**config.mk**
```make
export PLATFORM = sky130hd
export DESIGN_NAME = id_ex_stage
export DESIGN_NICKNAME = d
export VERILOG_FILES = /design/src/rtl/id_ex_stage.sv
export SDC_FILE = /design/constraint.sdc
export NUM_CORES = 1
export LEC_CHECK = 0
export ABC_CLOCK_PERIOD_IN_PS = 2700
export CORE_MARGIN = 2
export CORE_UTILIZATION = 40
export DETAILED_ROUTE_END_ITERATION = 10
export PLACE_DENSITY_LB_ADDON = 0.2
export SYNTH_ARGS = -nofsm -noshare
export SYNTH_HDL_FRONTEND = slang
export SYNTH_SLANG_ARGS = --single-unit
```
**constraint.sdc**
```tcl
create_clock -name clk -period 2.7 [get_ports clk]
set_clock_uncertainty 0.2 [all_clocks]
set_input_delay 0.405 -clock clk [delete_from_list [all_inputs] [get_ports clk]]
set_output_delay 0.405 -clock clk [all_outputs]
set_load 0.01 [all_outputs]
```
**src/rtl/id_ex_stage.sv**
```systemverilog
// ID/EX pipeline register with load-use hazard detection and single-cycle bubble insertion.
// Optional bubble counter is enabled with macro ID_EX_STALL_COUNT_EN.
module id_ex_stage #(
  parameter int unsigned DATA_W     = 32,
  parameter int unsigned REG_ADDR_W = 5,
  parameter int unsigned CTRL_W     = 8,
  parameter int unsigned CNT_W      = 16
) (
  input  logic                  clk,
  input  logic                  rst_n,
  input  logic [REG_ADDR_W-1:0] IF_ID_rs,
  input  logic [REG_ADDR_W-1:0] IF_ID_rt,
  input  logic [REG_ADDR_W-1:0] IF_ID_rd,
  input  logic                  IF_ID_uses_rt,
  input  logic [DATA_W-1:0]     IF_ID_read_data1,
  input  logic [DATA_W-1:0]     IF_ID_read_data2,
  input  logic [DATA_W-1:0]     IF_ID_imm,
  input  logic [CTRL_W-1:0]     IF_ID_ctrl,
  input  logic                  flush,
  input  logic                  stall_ext,
  output logic [REG_ADDR_W-1:0] ID_EX_rs_out,
  output logic [REG_ADDR_W-1:0] ID_EX_rt_out,
  output logic [REG_ADDR_W-1:0] ID_EX_rd_out,
  output logic [DATA_W-1:0]     ID_EX_data1_out,
  output logic [DATA_W-1:0]     ID_EX_data2_out,
  output logic [DATA_W-1:0]     ID_EX_imm_out,
  output logic [CTRL_W-1:0]     ID_EX_ctrl_out,
  output logic                  ID_EX_reg_write_out,
  output logic                  ID_EX_mem_read_out,
  output logic                  pc_write,
  output logic                  IF_ID_write,
  output logic                  load_use_stall,
  output logic [CNT_W-1:0]      stall_count
);

  localparam int unsigned CTRL_REG_WRITE = 0;
  localparam int unsigned CTRL_MEM_READ  = 1;

  typedef enum logic [0:0] {
    ST_RUN    = 1'b0,
    ST_BUBBLE = 1'b1
  } state_t;

  state_t state;
  state_t state_nxt;

  logic hazard;
  logic rs_hit;
  logic rt_hit;
  logic load_bubble;
  logic capture;

  // A load in EX whose target is read by the decode instruction cannot be forwarded in time.
  assign rs_hit = (ID_EX_rt_out == IF_ID_rs);
  assign rt_hit = IF_ID_uses_rt && (ID_EX_rt_out == IF_ID_rt);
  assign hazard = ID_EX_mem_read_out && (ID_EX_rt_out != '0) && (rs_hit || rt_hit);

  always_ff @(posedge clk or negedge rst_n) begin
    if (!rst_n) begin
      state <= ST_RUN;
    end else begin
      state <= state_nxt;
    end
  end

  always_comb begin
    state_nxt = state;
    case (state)
      ST_RUN: begin
        if (hazard && !flush && !stall_ext) begin
          state_nxt = ST_BUBBLE;
        end
      end
      ST_BUBBLE: state_nxt = ST_RUN;
      default:   state_nxt = ST_RUN;
    endcase
  end

  // Priority: flush > external stall > load-use hazard > normal capture.
  always_comb begin
    pc_write       = 1'b1;
    IF_ID_write    = 1'b1;
    load_use_stall = 1'b0;
    load_bubble    = 1'b0;
    capture        = 1'b0;
    if (flush) begin
      load_bubble = 1'b1;
    end else if (stall_ext) begin
      pc_write    = 1'b0;
      IF_ID_write = 1'b0;
    end else if (hazard && (state == ST_RUN)) begin
      pc_write       = 1'b0;
      IF_ID_write    = 1'b0;
      load_use_stall = 1'b1;
      load_bubble    = 1'b1;
    end else begin
      capture = 1'b1;
    end
  end

  // Bubble zeroes specifiers too so EX forwarding never matches it.
  always_ff @(posedge clk or negedge rst_n) begin
    if (!rst_n) begin
      ID_EX_rs_out    <= '0;
      ID_EX_rt_out    <= '0;
      ID_EX_rd_out    <= '0;
      ID_EX_data1_out <= '0;
      ID_EX_data2_out <= '0;
      ID_EX_imm_out   <= '0;
      ID_EX_ctrl_out  <= '0;
    end else if (load_bubble) begin
      ID_EX_rs_out    <= '0;
      ID_EX_rt_out    <= '0;
      ID_EX_rd_out    <= '0;
      ID_EX_data1_out <= '0;
      ID_EX_data2_out <= '0;
      ID_EX_imm_out   <= '0;
      ID_EX_ctrl_out  <= '0;
    end else if (capture) begin
      ID_EX_rs_out    <= IF_ID_rs;
      ID_EX_rt_out    <= IF_ID_rt;
      ID_EX_rd_out    <= IF_ID_rd;
      ID_EX_data1_out <= IF_ID_read_data1;
      ID_EX_data2_out <= IF_ID_read_data2;
      ID_EX_imm_out   <= IF_ID_imm;
      ID_EX_ctrl_out  <= IF_ID_ctrl;
    end
  end

  assign ID_EX_reg_write_out = ID_EX_ctrl_out[CTRL_REG_WRITE];
  assign ID_EX_mem_read_out  = ID_EX_ctrl_out[CTRL_MEM_READ];

`ifdef ID_EX_STALL_COUNT_EN
  logic [CNT_W-1:0] cnt;

  // Saturating count of inserted load-use bubbles.
  always_ff @(posedge clk or negedge rst_n) begin
    if (!rst_n) begin
      cnt <= '0;
    end else if (load_use_stall && (cnt != '1)) begin
      cnt <= cnt + CNT_W'(1);
    end
  end

  assign stall_count = cnt;
`else
  assign stall_count = '0;
`endif

endmodule

```
==> results of run 1 <==
## registers in the layout (all words and copies together) (netlist names)
name	flops
ID_EX_data2_out	32
state	1
ID_EX_imm_out	32
ID_EX_rs_out	5
ID_EX_rt_out	5
ID_EX_rd_out	5
ID_EX_data1_out	32
ID_EX_ctrl_out	8
## through the flow
stage | utilization [%] | setup WS (ns)
after floorplan | - | 0.124
after global placement | 59.5 | -0.287
after detailed placement | 59.5 | -0.403
after CTS | 63.7 | 0.0106
after global routing | 63.9 | -0.0119
final | 63.9 | 0.0886
## cell families (layout without fill, tap and decap cells)
family	count (synthesis)	after routing
simple gates	136	136
other cells	1	16
xor+xnor	10	10
buf+inv	90	310
compound gates	241	241
flops	120	120
## worst max-delay path by stage
stage	start	endpoint	slack, ns	depth (start not counted)
2_1_floorplan	ID_EX_rt_out[2]$_DFFE_PN0P_	pc_write	0.12	7
3_3_place_gp	IF_ID_rt[2]	ID_EX_data2_out[0]$_DFFE_PN0P_	-0.29	6
3_5_place_dp	IF_ID_rt[2]	ID_EX_imm_out[7]$_DFFE_PN0P_	-0.40	6
4_1_cts	ID_EX_rt_out[0]$_DFFE_PN0P_	ID_EX_imm_out[2]$_DFFE_PN0P_	0.01	5
5_1_grt	ID_EX_rt_out[4]$_DFFE_PN0P_	load_use_stall	-0.01	6
6_report	ID_EX_rt_out[0]$_DFFE_PN0P_	load_use_stall	0.09	5
## cell type report
class,count,area [um^2],area share [%]
Sequential cell,120,3000,33.5
Multi-Input combinational cell,403,2450,27.3
Clock buffer,18,429,4.78
Inverter,6,22.5,0.251
Tap cell,180,225,2.51
Timing Repair Buffer,272,2710,30.2
Clock inverter,14,134,1.49
## worst max-delay path, stage by stage, from the launching register on
cell and delay, ns:
dfrtp_1 0.39, or4_4 0.56, o21ai_4 0.21, buf_6 0.12, and3b_1 0.17, buf_2 0.14
## layout by cell type (no fill, tap or decap), types with 5 or more instances in the layout
master	count
nand2_1	116
conb_1	16
clkdlybuf4s50_1	243
a22oi_1	5
dfrtp_1	120
a32oi_1	113
o21ai_0	86
o21ai_1	28
clkbuf_16	17
o221ai_1	5
nor3b_1	10
buf_4	17
xnor2_1	8
inv_1	6
clkinv_2	7
## Yosys cell counts, drive strengths merged
cell	count
nor2	2
dfrtp	120
and3	1
or4	1
a31oi	1
inv	6
a32oi	113
o221ai	5
xnor2	10
buf	35
o22ai	1
a21oi	1
nor2b	2
nand4	1
nand2	116
o21ai	115
and3b	2
conb	1
a22oi	5
clkbuf	49
nor3b	10
nand3	1
## power by group
part,switching (mW),leakage (nW),total (mW),internal [mW]
Sequential,0.126,1.54,2.12,1.99
Clock,0.818,0.271,2.16,1.34
Combinational,0.628,1.70,1.32,0.692
## routing by layer
| metal | part of all wire, % | GRT usage, % |
|---|---|---|
| met2 | 48 | 36.6 |
| met5 | 0 | 0 |
| met4 | 2.5 | 8.99 |
| met1 | 42 | 31.8 |
| met3 | 7.5 | 7.73 |
## timing repair
action | 4_1_cts | 5_1_grt
gates resized for setup | 16 | 5
setup buffers | 3 | 0
pin swaps | 5 | 3
setup endpoints to repair | 31 | 107
endpoints found under the hold margin | 41 | 0
hold buffers | 1 | 0
==> summary.md, run 1 <==
| Metric | Value |
|---|---|
| Outcome | complete, no violations |
| N_diodes | 0 |
| Placed insts | just under 1000 |
| WHS | a little under 0.3 ns |
| Final WL | between 15000 and 20000 um |
| Setup_tns | 0 ns |
| H-tree levels | 4 |
| Fillers | 1122 |
| Initial core utilization | 41.3% |
| Design area | about 9000 um^2 |
| Mean Syn Cell Area | around 9.7 um^2 |
| Unique masters post-synth | 26 |
| Reg-to-reg critical path startpoint | ID_EX_rt_out[0]$_DFFE_PN0P_ |
| Clock Pin Slew Worst Setup and Hold Paths | around 0.050 ns |
| Die Area | ~15000 um^2 |
| Hold Crit Endpoint | ID_EX_data1_out[28]$_DFFE_PN0P_ |
| Synth Instances | approximately 600 |
| Number of synthesized register bits | between 100 and 150 |
| Antenna Nets Post-Route | 0 |
| Ys Warns | 0 |
| Compound-cell area share of the yosys netlist | between 20 and 30% |
| Die Span X | 124 um |
| CTS sink count | 120 |
| Post-synth top area cell | dfrtp_1 |
| Vias | 5754 |
| Total power | 5.60 mW |
| Vias in the first global route | roughly 5600 |
| R2R depth | 5 |
| Maximum achievable frequency | around 0.38 GHz |
| Final setup fails | 0 |
| Largest net degree at the start of global routing | 220 |
| Slew Limit Fails | 0 |
| Core ar. | 14000 um^2 |
| Total track usage | roughly a quarter |
| TritonRoute pass-1 iters | 5 |
| Hold Vio Cnt, Final | 0 |
| Top-area cell type share of the netlist area | 51.8% |
| Layout cells sized above 1 | around 8% |
| Combinational family with the most area after synthesis | compound AO/OA/AOI/OAI gates |
| Actual slew at the worst max-slew pin | a little over 0.9 ns |
| CP Class | register to primary output |
| Hold Path Depth | 2 |
| Layout Nets | between 900 and 1000 |
| Crit path DAT | roughly 2.0 ns |
| Crit-path max FO | 3 |
| # IOs | 264 |
| Critical Path End Type | primary output |
| Antenna violations before repair | 0 |
| Rows | 43 |
| Min Tclk post-route | around 2.6 ns |
| Drt drc | 0 |
| Iter 0 DRT Violations | about 520 |
| Total grt overflow | 0 |
| First-pass GRT wire length | 30100 um |
| Relative slew margins | 38.8% |
| Worst Hold Launch | ID_EX_data1_out[28]$_DFFE_PN0P_ |
| Skew-Pair Late Insertion Delay | approximately 0.42 ns |
| Port Buf Inserts | between 200 and 250 |
| HPWL after DPL | approximately 12000 um |
| Register area share after synthesis | 51.8% |
| Hold Crit Class | register to register |
| Layout Cells excl Fill | between 1000 and 1500 |
| WP data required | about 2.1 ns |
| Syn-to-layout area delta | 54.9% |
| Worst Setup Start Kind | register |
| Ranking of synthesized cells by area | dfrtp_1 52%, a32oi_1 17%, nand2_1 7.5%, o21ai_0 7.4%, buf_4 3.6% |
| Worst R2R Setup Slack | 0.24 ns |
| Clock root cell | clkbuf_16 |
| DR WL/cell | between 15 and 20 um |
| Adder-Cell Fraction of Synth Area | 0% |
| Clk buf depth | 2 |
| CTS Buf Count | 17 |
| Reg2reg end | ID_EX_data2_out[10]$_DFFE_PN0P_ |
| DP Area | between 8000 and 9000 um^2 |
| Share of synthesized area spent on multiplexers | 0% |
| Die extent in y | 124 um |
| VDD IR-drop max | about 480 uV |
| PD cells | roughly 620 nW/um^2 |
| Mapped Area | slightly below 6000 um^2 |
| Leak | about 3.5 nW |
| CTS tree | done |
| Max-cap viol count | 0 |
| GP Congestion | between 0.7 and 0.8 |
| Vias per cell | roughly 5.7 |
| Simple-Gate Fraction of Synth Area | about a tenth |
| Part of the cycle the worst path needs | slightly below 100% |
| Post-Synth XOR/XNOR Area | around 1.5% |
No activity file was read; power rests on OpenSTA's default activity.
==> run 2: changes to the inputs <==
- CORE_ASPECT_RATIO: unset -> 0.7
==> summary.md, run 2 (synthesis gave the netlist of run 1 again) <==
| Metric | Value |
|---|---|
| Outcome | complete, no violations (unchanged) |
| Worst Setup Start Kind | register (unchanged) |
| Slew Limit Fails | 0 (unchanged) |
| Worst R2R Setup Slack | 0.16 ns (was 0.24 ns) |
| Layout Nets | 943 (was 944) |
| Total track usage | 23.8% (was 24.0%) |
| Actual slew at the worst max-slew pin | 0.884 ns (was 0.919 ns) |
| DR WL/cell | 18.2 um (was 18.3 um) |
| Total power | 5.51 mW (was 5.60 mW) |
| Largest net degree at the start of global routing | 220 (unchanged) |
| Multi-input logic area | 2440 um^2 (was 2450 um^2) |
| Skew-Pair Late Insertion Delay | 0.41 ns (was 0.42 ns) |
| Hold Path Depth | 2 (unchanged) |
| H-tree levels | 4 (unchanged) |
| Slowest-stage cell, CP | or4_4 (unchanged) |
| Critical Path End Type | primary output (unchanged) |
| TritonRoute pass-1 iters | 5 (unchanged) |
| Crit path DAT | 2.01 ns (about the same) |
| Critical-path cell list | or4_4 > o21ai_4 > and3b_1 > dlygate4sd2_1 (was or4_4 > o21ai_4 > buf_6 > and3b_1 > buf_2) |
| Max-cap viol count | 0 (unchanged) |
| Vias in the first global route | 5515 (was 5632) |
| CTS Buf Count | 17 (unchanged) |
| Final WL | 18500 um (about the same) |
| CTS sink count | 120 (unchanged) |
| R2R depth | 6 (was 5) |
| Clock root cell | clkbuf_16 (unchanged) |
| FF+latch area | 3000 um^2 (unchanged) |
| Largest regs | ID_EX_data1_out (32), ID_EX_data2_out (32), ID_EX_imm_out (32) (unchanged) |
| Reg-to-reg critical path startpoint | ID_EX_rt_out[2]$_DFFE_PN0P_ (was ID_EX_rt_out[0]$_DFFE_PN0P_) |
| Antenna Nets Post-Route | 0 (unchanged) |
| Delay-heaviest family, CP | simple AND/OR/NAND/NOR gates (unchanged) |
| Reg2reg end | ID_EX_imm_out[13]$_DFFE_PN0P_ (was ID_EX_data2_out[10]$_DFFE_PN0P_) |
| Crit-path max FO | 4 (was 3) |
| N_diodes | 0 (unchanged) |
| Hold Crit Endpoint | ID_EX_imm_out[29]$_DFFE_PN0P_ (was ID_EX_data1_out[28]$_DFFE_PN0P_) |
| WP data required | 2.10 ns (about the same) |
| VDD IR-drop max | 509 uV (was 484 uV) |
| Leak | 3.49 nW (was 3.51 nW) |
| Part of the cycle the worst path needs | 97.0% (was 96.7%) |
| Antenna violations before repair | 0 (unchanged) |
| HPWL after DPL | 12000 um (was 11600 um) |
| Die Area | 15500 um^2 (about the same) |
| Clock Pin Slew Worst Setup and Hold Paths | 0.05 ns (about the same) |
| Relative slew margins | 41.1% (was 38.8%) |
| Clk buf depth | 2 (unchanged) |
| CTS tree | done (unchanged) |
| Commonest non-fill, non-tap cell in the layout | clkdlybuf4s50_1 (unchanged) |
| # IOs | 264 (unchanged) |
| Crit path buf inv count | 1 (was 2) |
| CP peak stage delay | 0.55 ns (was 0.56 ns) |
| Most frequent cells in the layout | 243 x clkdlybuf4s50_1, 120 x dfrtp_1, 116 x nand2_1 (unchanged) |
| Iter 0 DRT Violations | 355 (was 521) |
| PD cells | 616 nW/um^2 (was 624 nW/um^2) |
| CP Class | register to primary output (unchanged) |
| Initial core utilization | 41.2% (was 41.3%) |
| First-pass GRT wire length | 29500 um (was 30100 um) |
| Layout cells sized above 1 | 7.35% (was 8.16%) |
| Worst Hold Launch | ID_EX_imm_out[29]$_DFFE_PN0P_ (was ID_EX_data1_out[28]$_DFFE_PN0P_) |
| Layout Cells excl Fill | 1020 (was 1013) |
| Maximum achievable frequency | 0.382 GHz (was 0.383 GHz) |
| Die Span X | 148 um (was 124 um) |
| Rows | 36 (was 43) |
| RSZ-0062 raised after global routing | false |
| Vias per cell | 5.59 (was 5.68) |
| Placed insts | 988 (was 977) |
| GP Congestion | 0.837 (was 0.775) |
| Pre-CTS setup slack | -0.136 ns (was -0.403 ns) |
| Vias | 5697 (was 5754) |
| Hold Vio Cnt, Final | 0 (unchanged) |
| Syn-to-layout area delta | 54.3% (was 54.9%) |
| Final worst slack | 0.0818 ns (was 0.0886 ns) |
| Fillers | 1141 (was 1122) |
| Port Buf Inserts | 247 (unchanged) |
| WHS | 0.289 ns (about the same) |
| Hold Crit Class | register to register (unchanged) |
| Total grt overflow | 0 (unchanged) |
| Core ar. | 14100 um^2 (was 14000 um^2) |
| Drt drc | 0 (unchanged) |
| Min Tclk post-route | 2.62 ns (was 2.61 ns) |
| Final setup fails | 0 (unchanged) |
| Die extent in y | 105 um (was 124 um) |
-- run 2: cell type report --
| class | instances | area share, % |
|---|---|---|
| sequential | 120 | 33.6 |
| timing repair buffer | 271 | 30.2 |
| multi-input combinational | 403 | 27.3 |
| clock buffer | 21 | 5.15 |
| tap | 190 | 2.66 |
| clock inverter | 9 | 0.867 |
| inverter | 6 | 0.252 |
-- run 2: through the flow --
step	TNS [ns]	util, %	area, um^2
finish	0	63.6	8940
floorplan	0	-	5850
global route	0	63.6	8940
global placement	-0.225	59.7	8390
detailed placement	-0.240	59.7	8390
CTS	-0.00172	63.7	8950
-- run 2: where the power goes --
| group | total (mW) | leakage [nW] | internal [mW] | switching, mW |
|---|---|---|---|---|
| clock | 2.07 | 0.260 | 1.29 | 0.780 |
| sequential | 2.11 | 1.54 | 1.99 | 0.120 |
| combinational | 1.32 | 1.69 | 0.688 | 0.634 |
-- run 2: per-layer routing --
layer,vias up,share of wire [%],global-route usage [%],wire length [um]
li1,2659,-,-,-
met2,264,47,36.9,8780
met5,-,0,0,0
met4,0,2.0,9.12,365
met3,25,8.7,7.38,1620
met1,2749,42,31.4,7760
-- run 2: how the worst max path moves through the flow --
stage,cells past startpoint,to,from,slack [ns]
2_1_floorplan,7,pc_write,ID_EX_rt_out[2]$_DFFE_PN0P_,0.12
3_3_place_gp,6,load_use_stall,IF_ID_rs[4],-0.15
3_5_place_dp,6,load_use_stall,IF_ID_rs[1],-0.14
4_1_cts,5,pc_write,ID_EX_rt_out[2]$_DFFE_PN0P_,-0.002
5_1_grt,6,load_use_stall,ID_EX_rt_out[1]$_DFFE_PN0P_,0.0009
6_report,4,load_use_stall,ID_EX_rt_out[2]$_DFFE_PN0P_,0.08
-- run 2: timing repair --
item,4_1_cts,5_1_grt
setup endpoints to repair,3,3
pin swaps,4,1
gates resized for setup,8,2
hold endpoints to repair,33,0
hold buffers,1,0
buffers inserted,1,0
-- run 2: worst register-to-register path: stages, from the launching register on --
cell and delay, ns:
dfrtp_1 0.37, or4_4 0.55, o21ai_4 0.21, buf_4 0.45
buf_12 0.36, a32oi_1 0.19, o21ai_0 0.13
